$ cat config.mk
export PLATFORM = sky130hd
export DESIGN_NAME = keypad_emulator
export DESIGN_NICKNAME = d
export VERILOG_FILES = /design/src/rtl/keypad_pkg.sv /design/src/rtl/chatter_lfsr.sv /design/src/rtl/keypad_emulator.sv
export SDC_FILE = /design/constraint.sdc
export NUM_CORES = 1
export LEC_CHECK = 0
export CELL_PAD_IN_SITES_DETAIL_PLACEMENT = 1
export CELL_PAD_IN_SITES_GLOBAL_PLACEMENT = 2
export CORE_UTILIZATION = 35
export CTS_CLUSTER_DIAMETER = 200
export CTS_CLUSTER_SIZE = 12
export DETAILED_ROUTE_END_ITERATION = 8
export PLACE_DENSITY = 0.87
export REMOVE_ABC_BUFFERS = 1
export SYNTH_ARGS = -nofsm -noshare
export SYNTH_HDL_FRONTEND = slang
export SYNTH_SLANG_ARGS = --single-unit
$ cat constraint.sdc
create_clock -name clk -period 4 [get_ports clk]
set_input_delay 1.2 -clock clk [delete_from_list [all_inputs] [get_ports clk]]
set_output_delay 1.2 -clock clk [all_outputs]
set_load 0.02 [all_outputs]
$ cat src/rtl/keypad_pkg.sv
// Shared definitions for the keypad emulator: FSM state encodings,
// key-code field positions and the chatter LFSR feedback taps.
package keypad_pkg;

    // FSM state encoding, kept as plain constants for legacy tools.
    typedef logic [2:0] state_t;
    localparam state_t ST_IDLE       = 3'd0;
    localparam state_t ST_BOUNCE_IN  = 3'd1;
    localparam state_t ST_HOLD       = 3'd2;
    localparam state_t ST_BOUNCE_OUT = 3'd3;
    localparam state_t ST_GAP        = 3'd4;

    // Key code layout: row index in the upper pair, column index in the lower pair.
    localparam int KEY_ROW_MSB = 3;
    localparam int KEY_ROW_LSB = 2;
    localparam int KEY_COL_MSB = 1;
    localparam int KEY_COL_LSB = 0;

    // Right-shifting Fibonacci LFSR: feedback is the XOR of bits 0,2,3,5,
    // which are the polynomial taps 16,14,13,11.
    localparam logic [15:0] LFSR_TAPS = 16'h002D;

    function automatic logic [1:0] key_row(input logic [3:0] key);
        return key[KEY_ROW_MSB:KEY_ROW_LSB];
    endfunction

    function automatic logic [1:0] key_col(input logic [3:0] key);
        return key[KEY_COL_MSB:KEY_COL_LSB];
    endfunction

endpackage

$ cat src/rtl/chatter_lfsr.sv
// 16-bit Fibonacci LFSR that supplies the pseudo-random contact chatter.
// It only advances while enabled, so the sequence carries over between presses.
module chatter_lfsr
    import keypad_pkg::*;
#(
    parameter logic [15:0] SEED = 16'hACE1
) (
    input  logic clk,
    input  logic rst_n,
    input  logic en,
    output logic chatter
);

    logic [15:0] q;

    // Shift right, inserting the tap parity at the top, whenever enabled.
    always_ff @(posedge clk or negedge rst_n) begin
        if (!rst_n) begin
            q <= SEED;
        end else if (en) begin
            // NOTE: non-blocking so every flop samples the pre-edge value of q.
            q <= {^(q & LFSR_TAPS), q[15:1]};
        end
    end

    assign chatter = q[0];

endmodule

$ cat src/rtl/keypad_emulator.sv
// Keypad emulator: accepts press commands and replays them as a matrix-keypad
// contact (with optional chatter at make and break) on active-low Row lines,
// responding to the scanner's active-low Col drive.
module keypad_emulator
    import keypad_pkg::*;
#(
    parameter int unsigned  BOUNCE_CYCLES = 16,
    parameter int unsigned  GAP_CYCLES    = 64,
    parameter logic [15:0]  LFSR_SEED     = 16'hACE1
) (
    input  logic        clk,
    input  logic        rst_n,
    input  logic        cmd_valid,
    output logic        cmd_ready,
    input  logic [3:0]  cmd_key,
    input  logic [15:0] cmd_hold,
    input  logic [3:0]  Col,
    output logic [3:0]  Row,
    output logic        key_down,
    output logic        busy,
    output logic        done
);

    localparam logic [15:0] BOUNCE_LEN = 16'(BOUNCE_CYCLES);
    localparam logic [15:0] GAP_LEN    = 16'(GAP_CYCLES);
    localparam bit          HAS_BOUNCE = (BOUNCE_CYCLES != 0);

    state_t      state;
    logic [15:0] cnt;
    logic [15:0] hold_len;
    logic [3:0]  key_q;
    logic        armed;
    logic        contact;
    logic        chatter;
    logic        lfsr_en;
    logic [15:0] phase_len;
    logic        phase_last;
    logic [15:0] cnt_inc;
    logic [3:0]  row_next;

    assign lfsr_en = (state == ST_BOUNCE_IN) || (state == ST_BOUNCE_OUT);

    chatter_lfsr #(
        .SEED (LFSR_SEED)
    ) u_lfsr (
        .clk     (clk),
        .rst_n   (rst_n),
        .en      (lfsr_en),
        .chatter (chatter)
    );

    // Length of the current phase and whether this is its final clock.
    always_comb begin
        // NOTE: default every always_comb output first so no path infers a latch.
        phase_len = 16'd1;
        case (state)
            ST_BOUNCE_IN, ST_BOUNCE_OUT: phase_len = BOUNCE_LEN;
            ST_HOLD:                     phase_len = hold_len;
            ST_GAP:                      phase_len = GAP_LEN;
            default:                     phase_len = 16'd1;
        endcase
        phase_last = (cnt == phase_len - 16'd1);
        cnt_inc    = (cnt == 16'hFFFF) ? cnt : cnt + 16'd1;
    end

    // Emulated contact: chatter while bouncing, solid closed while holding.
    always_comb begin
        contact = 1'b0;
        case (state)
            ST_BOUNCE_IN, ST_BOUNCE_OUT: contact = chatter;
            ST_HOLD:                     contact = 1'b1;
            default:                     contact = 1'b0;
        endcase
    end

    // Press sequencer: IDLE -> BOUNCE_IN -> HOLD -> BOUNCE_OUT -> GAP -> IDLE.
    always_ff @(posedge clk or negedge rst_n) begin
        if (!rst_n) begin
            state    <= ST_IDLE;
            cnt      <= '0;
            hold_len <= '0;
            key_q    <= '0;
            armed    <= 1'b0;
            done     <= 1'b0;
        end else begin
            armed <= 1'b1;
            done  <= 1'b0;
            if (state != ST_IDLE) begin
                cnt <= phase_last ? 16'd0 : cnt_inc;
            end
            case (state)
                ST_IDLE: begin
                    if (cmd_valid && cmd_ready) begin
                        key_q    <= cmd_key;
                        hold_len <= (cmd_hold == 16'd0) ? 16'd1 : cmd_hold;
                        cnt      <= '0;
                        state    <= HAS_BOUNCE ? ST_BOUNCE_IN : ST_HOLD;
                    end
                end
                ST_BOUNCE_IN: begin
                    if (phase_last) state <= ST_HOLD;
                end
                ST_HOLD: begin
                    if (phase_last) state <= HAS_BOUNCE ? ST_BOUNCE_OUT : ST_GAP;
                end
                ST_BOUNCE_OUT: begin
                    if (phase_last) state <= ST_GAP;
                end
                ST_GAP: begin
                    if (phase_last) begin
                        state <= ST_IDLE;
                        done  <= 1'b1;
                    end
                end
                default: state <= ST_IDLE;
            endcase
        end
    end

    // Pull the latched key's row low while closed and its column is driven low.
    always_comb begin
        row_next = 4'hF;
        if (contact && !Col[key_col(key_q)]) begin
            row_next[key_row(key_q)] = 1'b0;
        end
    end

    // Register Row; the async reset releases the lines at once, even mid-press.
    always_ff @(posedge clk or negedge rst_n) begin
        if (!rst_n) begin
            Row <= 4'hF;
        end else begin
            Row <= row_next;
        end
    end

    assign cmd_ready = armed && (state == ST_IDLE);
    assign busy      = (state != ST_IDLE);
    assign key_down  = contact;

endmodule
; Yosys cells after proc, flatten, opt, wreduce, memory -nomap -nowiden
; Cells that the tools add are included.
[word_totals]
ff_bits = 61
wordCells = 59
[op_classes]
add_sub_neg = 2
order_cmp = 3
n_eq_ne = 11
muxes = 21
n_bitwise = 1
reduce_logical = 13
[ops]
columns = operator, count
row1 = two-way mux 16 bit, 6
row2 = one-hot mux 16 bit (3 select lines), 1
row3 = adder 16 x 1 -> 16 bit (second input constant), 1
row4 = == test 16 bit, 1
row5 = == test 16 bit (second input constant), 1
row6 = logical NOT 16 bit, 1
row7 = parity 16 bit, 1
row8 = subtractor 16 x 1 -> 16 bit (second input constant), 1
row9 = two-way mux 3 bit, 5
row10 = one-hot mux 3 bit (5 select lines), 1
row11 = != test 2 bit (second input constant), 5
row12 = == test 3 x 2 -> 1 bit (second input constant), 2
row13 = < comparator 2 x 3 -> 1 bit (second input constant), 2
row14 = AND reduction 5 bit, 1
row15 = logical AND 1 bit, 4
row16 = two-way mux 1 bit, 4
row17 = two-way mux 4 bit, 1
row18 = inverter 4 bit, 1
row19 = == test 3 x 1 -> 1 bit (second input constant), 1
row20 = == test 3 bit (second input constant), 1
row21 = logical NOT 3 bit, 1
row22 = nonzero test 3 bit, 1
row23 = binary-select mux 1 bit (select 2 bit), 1
row24 = demux 1 bit (select 2 bit), 1
row25 = other kinds (6), 6

; Depth between registers and ports, before layout
; Gate-level depths: netlist of the first run.
[depth]
word_depth = 9
mapped_depth = 15
mapped_depth_nobuf = 11

; Modules after synthesis
; A second synthesis of the first run with hierarchy kept.
[unflattened]
cells_unflattened = 346
area_unflattened_um2 = 3529.6
[modules_own_cells]
columns = module, instances, cells_per_inst, area_per_inst_um2, seq_area_each_um2
row1 = keypad_emulator, 1, 308, 2854.0, 1131.1
row2 = chatter_lfsr, 1, 38, 675.6, 410.4

; Worst setup path before layout of the first run
; Ideal clock, no wire load.
[synth_path]
kind = flip-flop to flip-flop
from = register state[2]
to = register cnt[0]
setup_time_ns = 0.119
t_arrival_ns = 3.539
required_ns = 3.881
path_slack_ns = 0.342
path_stages_with_launch = 15
path_buffers = 4
cell_sequence = dfrtp_1 clkbuf_1 nor3b_1 clkbuf_1 nand2_1 ha_1 clkbuf_1 xor2_1 xnor2_1 or4bb_1 nor4_2 nand4_4 o21ai_2 buf_4 nor2_1
[synth_via]
elab_chain_cells = 9
word_cells_on_any_way = 16
cone_classes = add/sub (1) / eq/ne (5) / mux (5) / reduce/logical (5)
[synth_rtl]
columns = item, line_no
row1 = "start, declared", keypad_emulator.sv:28  ; state_t state;
row2 = "start signal, assigned", keypad_emulator.sv:97  ; state <= HAS_BOUNCE ? ST_BOUNCE_IN : ST_HOLD;
row3 = "start signal, assigned", keypad_emulator.sv:104  ; if (phase_last) state <= HAS_BOUNCE ? ST_BOUNCE_OUT : ST_GAP;
row4 = == test 3 x 1 -> 1 bit / == test 3 x 2 -> 1 bit (equally long branches), keypad_emulator.sv:56  ; case (state)
row5 = OR reduction 2 bit, keypad_emulator.sv:56
row6 = one-hot mux 16 bit (3 select lines), keypad_emulator.sv:56
row7 = subtractor 16 x 1 -> 16 bit, keypad_emulator.sv:62  ; phase_last = (cnt == phase_len - 16'd1);
row8 = == test 16 bit, keypad_emulator.sv:62
row9 = two-way mux 16 bit, keypad_emulator.sv:89  ; cnt <= phase_last ? 16'd0 : cnt_inc;
row10 = two-way mux 16 bit, keypad_emulator.sv:88  ; if (state != ST_IDLE) begin
row11 = two-way mux 16 bit, keypad_emulator.sv:93  ; if (cmd_valid && cmd_ready) begin
row12 = two-way mux 16 bit *, keypad_emulator.sv:91  ; case (state)
row13 = "end signal, assigned", keypad_emulator.sv:89
row14 = "end, declared", keypad_emulator.sv:29  ; logic [15:0] cnt;
; Every way passes the cells marked *; elsewhere a longest branch is shown, timed or not.
; A chain may end at the register's enable or synchronous reset.

; Worst setup path in the final report of the first run
[layout_path]
from = register state[0]
to = register cnt[14]
; Same word-level chain as after synthesis.

==> results of run 1 <==
## state kept, by name, indices dropped and copies added (netlist names)
name,flops
Row,4
cnt,16
done,1
hold_len,16
state,3
armed,1
key_q,4
u_lfsr.q,16
## metrics by stage
stage / hold slack (ns) / util (%)
after floorplan: 0.415 / -
after global placement: 0.441 / 40.8
after detailed placement: 0.471 / 40.8
after CTS: 0.476 / 43.2
after global routing: 0.518 / 43.2
final: 0.475 / 43.2
## area by class of cell
class	instances	area, um2
Timing Repair Buffer	44	410
Multi-Input combinational cell	280	2000
Fill cell	1144	5810
Sequential cell	61	1540
Clock buffer	9	124
Tap cell	136	170
Clock inverter	7	121
Inverter	13	48.8
## Yosys cell counts, types with 4 or more instances
master	number
dfrtp_1	49
mux2_2	34
nor2_1	33
nand2_1	23
clkbuf_1	18
xnor2_1	16
o21ai_0	15
nand3_1	14
a21oi_1	12
dfstp_2	12
inv_1	12
nor3_1	11
nor4_1	9
xor2_1	9
nand4_1	8
or3_1	8
a31oi_1	6
nand2b_1	6
mux2i_1	5
or4_1	5
a211oi_1	4
and3_1	4
nor3b_1	4
## repair_timing
item,4_1_cts,5_1_grt
gates resized for setup,0,1
hold buffers,0,0
setup endpoints to repair,0,7
setup buffers,0,0
endpoints found under the hold margin,0,0
## logic make-up after synthesis
group,synth area share [%]
AND/OR/NAND/NOR,22.1
AO/OA/AOI/OAI,12.5
flip-flops,42.0
multiplexers,12.4
buffers and inverters,3.61
XOR/XNOR,6.61
adder cells (fa/ha/maj),0.681
other,0.102
## per-layer routing
| metal | share of wire, % | track usage (%) | routed length (um) | vias to the layer above |
|---|---|---|---|---|
| met4 | 1.4 | 5.71 | 140 | 0 |
| met2 | 50 | 33.1 | 5010 | 57 |
| met3 | 3.2 | 3.95 | 320 | 13 |
| met5 | 0 | 0 | 0 | - |
| met1 | 45 | 24.9 | 4520 | 1553 |
| li1 | - | - | - | 1445 |
## worst max-delay path, delay by kind of cell (launching register included)
family,cells,cell delay (ns)
adders and majority gates,1,0.32
buffers and inverters,1,0.22
DFF,1,0.52
AOI/OAI and AO/OA,4,0.75
xor gates and xnor gates,1,0.19
and+or+nand+nor,4,1.52
## placed cells by master (no fill, tap or decap), types with 3 or more instances in the layout
cell,n
mux2_2,34
inv_1,12
nand4_1,8
nand2_1,23
or4_1,5
a21o_1,3
nor2_1,33
nor3b_1,4
nor3_1,11
nor2b_1,3
nand3_1,14
clkdlybuf4s50_1,33
nand2b_1,6
a2111oi_0,3
bufinv_16,3
dfstp_2,12
a21oi_1,12
and3_1,4
nor4_1,9
mux2i_1,5
o21ai_0,15
buf_4,10
xor2_1,9
a31oi_1,6
dfrtp_1,49
or3_1,8
xnor2_1,16
a211oi_1,4
clkbuf_8,9
## power breakdown
part	internal [mW]	total [mW]	switching [mW]	leakage [nW]
logic	0.0245	0.0436	0.0191	1.00
registers	0.618	0.618	0.000191	0.777
clock network	0.417	0.682	0.265	0.124
## worst min-delay path by stage
stage	startpoint	to	slack, ns	depth (start not counted)
2_1_floorplan	key_q[3]$_DFFE_PN0P_	Row[2]$_DFF_PN1_	0.41	1
3_3_place_gp	key_q[3]$_DFFE_PN0P_	Row[2]$_DFF_PN1_	0.44	1
3_5_place_dp	u_lfsr.q[15]$_DFFE_PN1N_	u_lfsr.q[15]$_DFFE_PN1N_	0.47	2
4_1_cts	key_q[2]$_DFFE_PN0P_	Row[3]$_DFF_PN1_	0.48	1
5_1_grt	key_q[2]$_DFFE_PN0P_	Row[3]$_DFF_PN1_	0.52	1
6_report	u_lfsr.q[15]$_DFFE_PN1N_	u_lfsr.q[15]$_DFFE_PN1N_	0.48	2
==> results.yml, run 1 <==
status:
  status: "finished clean"
logic_synthesis:
  ys_seq_area_share_pct: 42.0
  avgSynthCellArea_um2: 9.80
  synth_area_leaders: "dfrtp_1 (33%), mux2_2 (10%), dfstp_2 (8.6%)"
  synthDistinctLibCells: 65
  synth.largest_area_cell: "dfrtp_1"
  syn_area_mm2: 0.00367
  ys_warn_count: 0
  ys_ff_latch: 61
  synth_edf_count: 0
  syn_inst: 375
  synth_top_area_share_pct: 33.4
  async_reset_ff_share_pct: 100
  yosys_most_used_dff: "dfrtp_1"
floorplan:
  core-area_mm2: 0.0102
  num_io_pins: 35
  start_util_pct: 35.9
  die_x_um: 104
  rows: 37
  dieArea_mm2: 0.0109
  die_h_um: 104
worst_setup_path:
  reg2reg_depth: 11
  path_max_fanout: 14
  critical_path_class: "flip-flop to flip-flop"
  cp-start-kind: "flip-flop"
  slowest_delay_ns: 0.52
  cp-startpoint: "state[0]$_DFFE_PN0P_"
  crit_arrival_ns: 3.86
  critical_path.endpoint: "cnt[14]$_DFF_PN0_"
  crit_chain: "or2_2, o21a_1, ha_2, xor2_1, o2111ai_1, or4bb_1, nor4_2, nand4_4, o21ai_2, buf_4, a221oi_1"
  r2r_end: "cnt[14]$_DFF_PN0_"
  crit_slowest_cell: "dfrtp_1"
  r2r-start: "state[0]$_DFFE_PN0P_"
  cp.required_ns: 4.21
  r2r_slack_ns: 0.35
  crit_path_end_kind: "flip-flop"
place:
  placed_area_mm2: 0.00417
  hpwl_um: 7540
  io_buffers: 34
  place_ws_ns: 0.216
  placedCellCount: 534
  place.gp.congestion: 0.882
detailed_routing:
  num_vias: 3068
  viasPerCell: 5.58
  drt-total-wl_um: 9990
  ant_nets: 0
  drtPass1Iterations: 4
  avgRoutedWirePerCell_um: 18.2
  drc: 0
  initialDrtViolationCount: 138
timing:
  max_freq_mhz: 274
  fin_crit_ns: 3.65
  slew_violations: 0
  setup_ws_ns: 0.350
  rsz0062_at_grt: "no"
  max_slew_margin_pct: 36.5
  hold_violations: 0
  tightest_slew_ns: 0.953
  setup_violations: 0
  min_period_over_period_pct: 91.2
  setup_tns_ns: 0
  skew_ns: 0.0105
clock_tree:
  insertion_delay_ns: 0.35
  cts-root-buf: "clkbuf_8"
  clk_path_buf_depth: 2
  clk_pin_slew_ns: 0.08
  cts_tree: "yes"
  clock_sinks: 61
  cts_made_buffers: 9
  htreeDepth: 3
final_layout:
  diodes: 0
  instances_no_fill: 550
  postLayoutCellArea_mm2: 0.00442
  syn_to_final_growth_pct: 20.3
  drive_gt1_share_pct: 20.8
  nNetsFinal: 438
global_route:
  grt.overflow.total: 0
  grt_pass1_vias: 3251
  grt_pass1_wl_um: 16700
  grtUsageTotal_pct: 19.5
  antenna_found_initial: 0
  grt_max_degree: 41
power:
  ir_worst_vdd_v: 0.000184
  p_leak_nw: 1.90
  total_power_mw: 1.34
  pwr_density_cell_mw_per_mm2: 304
flow_run:
  drv_cap: 0
hold_path:
  hp-class: "flip-flop to flip-flop"
Note: power is estimated with default switching activity, not from simulation.
==> run 2, diff against run 1 <==
==> constraint.sdc (replaced) <==
create_clock -name clk -period 4 [get_ports clk]
set_input_delay 0.6 -clock clk [delete_from_list [all_inputs] [get_ports clk]]
set_output_delay 0.6 -clock clk [all_outputs]
set_load 0.02 [all_outputs]
==> results.yml, run 2 (synthesis gave the netlist of run 1 again) <==
status:
  status: "finished clean"
detailed_routing:
  drt-total-wl_um: 9740
  drc: 0
  num_vias: 3080
  avgRoutedWirePerCell_um: 17.8
  drtPass1Iterations: 4
  ant_nets: 0
  initialDrtViolationCount: 115
  viasPerCell: 5.64
final_layout:
  multi_input_area_mm2: 0.00201
  diodes: 0
  fillCellCount: 1148
  postLayoutCellArea_mm2: 0.00437
  layout_common_cells: "dfrtp_1 (49), mux2_2 (34), nor2_1 (33), clkdlybuf4s50_1 (33), nand2_1 (23)"
  seq_area_mm2: 0.00154
  nNetsFinal: 434
  layout_commonest_cell: "dfrtp_1"
  drive_gt1_share_pct: 19.8
  syn_to_final_growth_pct: 18.9
  reg.largest.list: "cnt x16, hold_len x16, u_lfsr.q x16"
floorplan:
  num_io_pins: 35
  core-area_mm2: 0.0102
  die_h_um: 104
  dieArea_mm2: 0.0109
  rows: 37
  start_util_pct: 35.9
  die_x_um: 104
power:
  pwr_density_cell_mw_per_mm2: 287
  ir_worst_vdd_v: 0.000308
  p_leak_nw: 1.86
timing:
  rsz0062_at_grt: "no"
  tightest_slew_ns: 1.12
  fin_crit_ns: 3.65
  slew_violations: 0
  skew_ns: 0.00915
  setup_violations: 0
  setup_tns_ns: 0
  hold_violations: 0
  max_freq_mhz: 274
  setup_ws_ns: 0.349
  max_slew_margin_pct: 25.4
  min_period_over_period_pct: 91.3
worst_setup_path:
  crit_slowest_cell: "dfrtp_1"
  reg2reg_depth: 11
  r2r-start: "state[1]$_DFFE_PN0P_"
  critical_path_class: "flip-flop to flip-flop"
  slowest_delay_ns: 0.54
  crit_path_end_kind: "flip-flop"
  cp.required_ns: 4.27
  r2r_end: "state[1]$_DFFE_PN0P_"
  r2r_slack_ns: 0.35
  crit_chain: "o21ai_0, o21a_1, ha_1, nor3b_1, a41oi_1, o2111ai_1, or4bb_1, nor4_2, nand4_4, or3_1, a21oi_1"
  crit_arrival_ns: 3.92
  path_max_fanout: 13
  cp-start-kind: "flip-flop"
clock_tree:
  clk_pin_slew_ns: 0.09
  cts_tree: "yes"
  insertion_delay_ns: 0.35
  clk_path_buf_depth: 2
  cts-root-buf: "clkbuf_8"
  clock_sinks: 61
  htreeDepth: 3
  cts_made_buffers: 9
place:
  hpwl_um: 7080
  place_ws_ns: 0.152
  io_buffers: 34
  placed_area_mm2: 0.00413
  place.gp.congestion: 0.902
global_route:
  grt_pass1_wl_um: 16100
  grtUsageTotal_pct: 18.7
  grt_pass1_vias: 3137
  antenna_found_initial: 0
  grt.overflow.total: 0
  grt_max_degree: 39
flow_run:
  drv_cap: 0
hold_path:
  hp-class: "input port to asynchronous set/reset pin"
run 2: cell count changes in the layout (fill, tap and decap cells not counted), sizes merged:
| cell | change |
|---|---|
| clkinv | -2 |
| buf | -4 |
| bufinv | -2 |
| clkinvlp | +2 |
| inv | +2 |
run 2: per-stage QoR:
step                      total power, mW  std cells  hold slack (ns)  utilization (%)
after detailed placement            0.673        529            0.460             40.4
final                                1.25        546            0.252             42.7
after CTS                            1.27        545            0.258             42.4
after global routing                 1.30        546            0.274             42.7
after global placement              0.672        529            0.449             40.4
after floorplan                     0.632        354            0.304                -
run 2: worst max path at each step:
stage / from / endpoint / slack, ns / cells past startpoint
2_1_floorplan: state[1]$_DFFE_PN0P_ / cnt[15]$_DFF_PN0_ / 0.13 / 10
5_1_grt: state[1]$_DFFE_PN0P_ / state[1]$_DFFE_PN0P_ / 0.08 / 11
3_3_place_gp: state[1]$_DFFE_PN0P_ / cnt[15]$_DFF_PN0_ / 0.33 / 11
4_1_cts: state[1]$_DFFE_PN0P_ / cnt[15]$_DFF_PN0_ / 0.14 / 11
6_report: state[1]$_DFFE_PN0P_ / state[1]$_DFFE_PN0P_ / 0.35 / 11
3_5_place_dp: state[1]$_DFFE_PN0P_ / cnt[15]$_DFF_PN0_ / 0.15 / 11
run 2: power breakdown:
group / switching [mW] / leakage, nW / internal (mW) / total, mW
clock network: 0.295 / 0.0984 / 0.297 / 0.592
logic: 0.0192 / 0.985 / 0.0239 / 0.0431
registers: 0.000182 / 0.777 / 0.617 / 0.617
total: 0.314 / 1.86 / 0.939 / 1.25
run 2: final cells by class:
class                           count  share of cell area [%]
Clock buffer                        9                    2.84
Clock inverter                      7                    1.89
Inverter                           13                    1.12
Multi-Input combinational cell    280                    46.0
Sequential cell                    61                    35.3
Tap cell                          136                    3.90
Timing Repair Buffer               40                    9.00
run 2: critical path, delay by kind of cell (launching register included):
| family | cells | cell delay, ns |
|---|---|---|
| AO/OA/AOI/OAI | 5 | 1.00 |
| flip-flops | 1 | 0.54 |
| adder cells (fa/ha/maj) | 1 | 0.42 |
| AND/OR/NAND/NOR | 5 | 1.60 |
run 2: repair_timing:
| item | in CTS | in global routing |
|---|---|---|
| endpoints found under the hold margin | 0 | 0 |
| endpoints found under the setup margin | 0 | 14 |
| setup buffers | 0 | 1 |
| hold buffers | 0 | 0 |
| resized for setup | 0 | 1 |
run 2: layer usage:
layer / GRT usage, % / wire [um] / vias to the layer above
met4: 5.82 / 183 / 0
met2: 30.9 / 4720 / 81
met1: 24.8 / 4440 / 1544
li1: - / - / 1438
met3: 3.57 / 392 / 17
met5: 0 / 0 / -
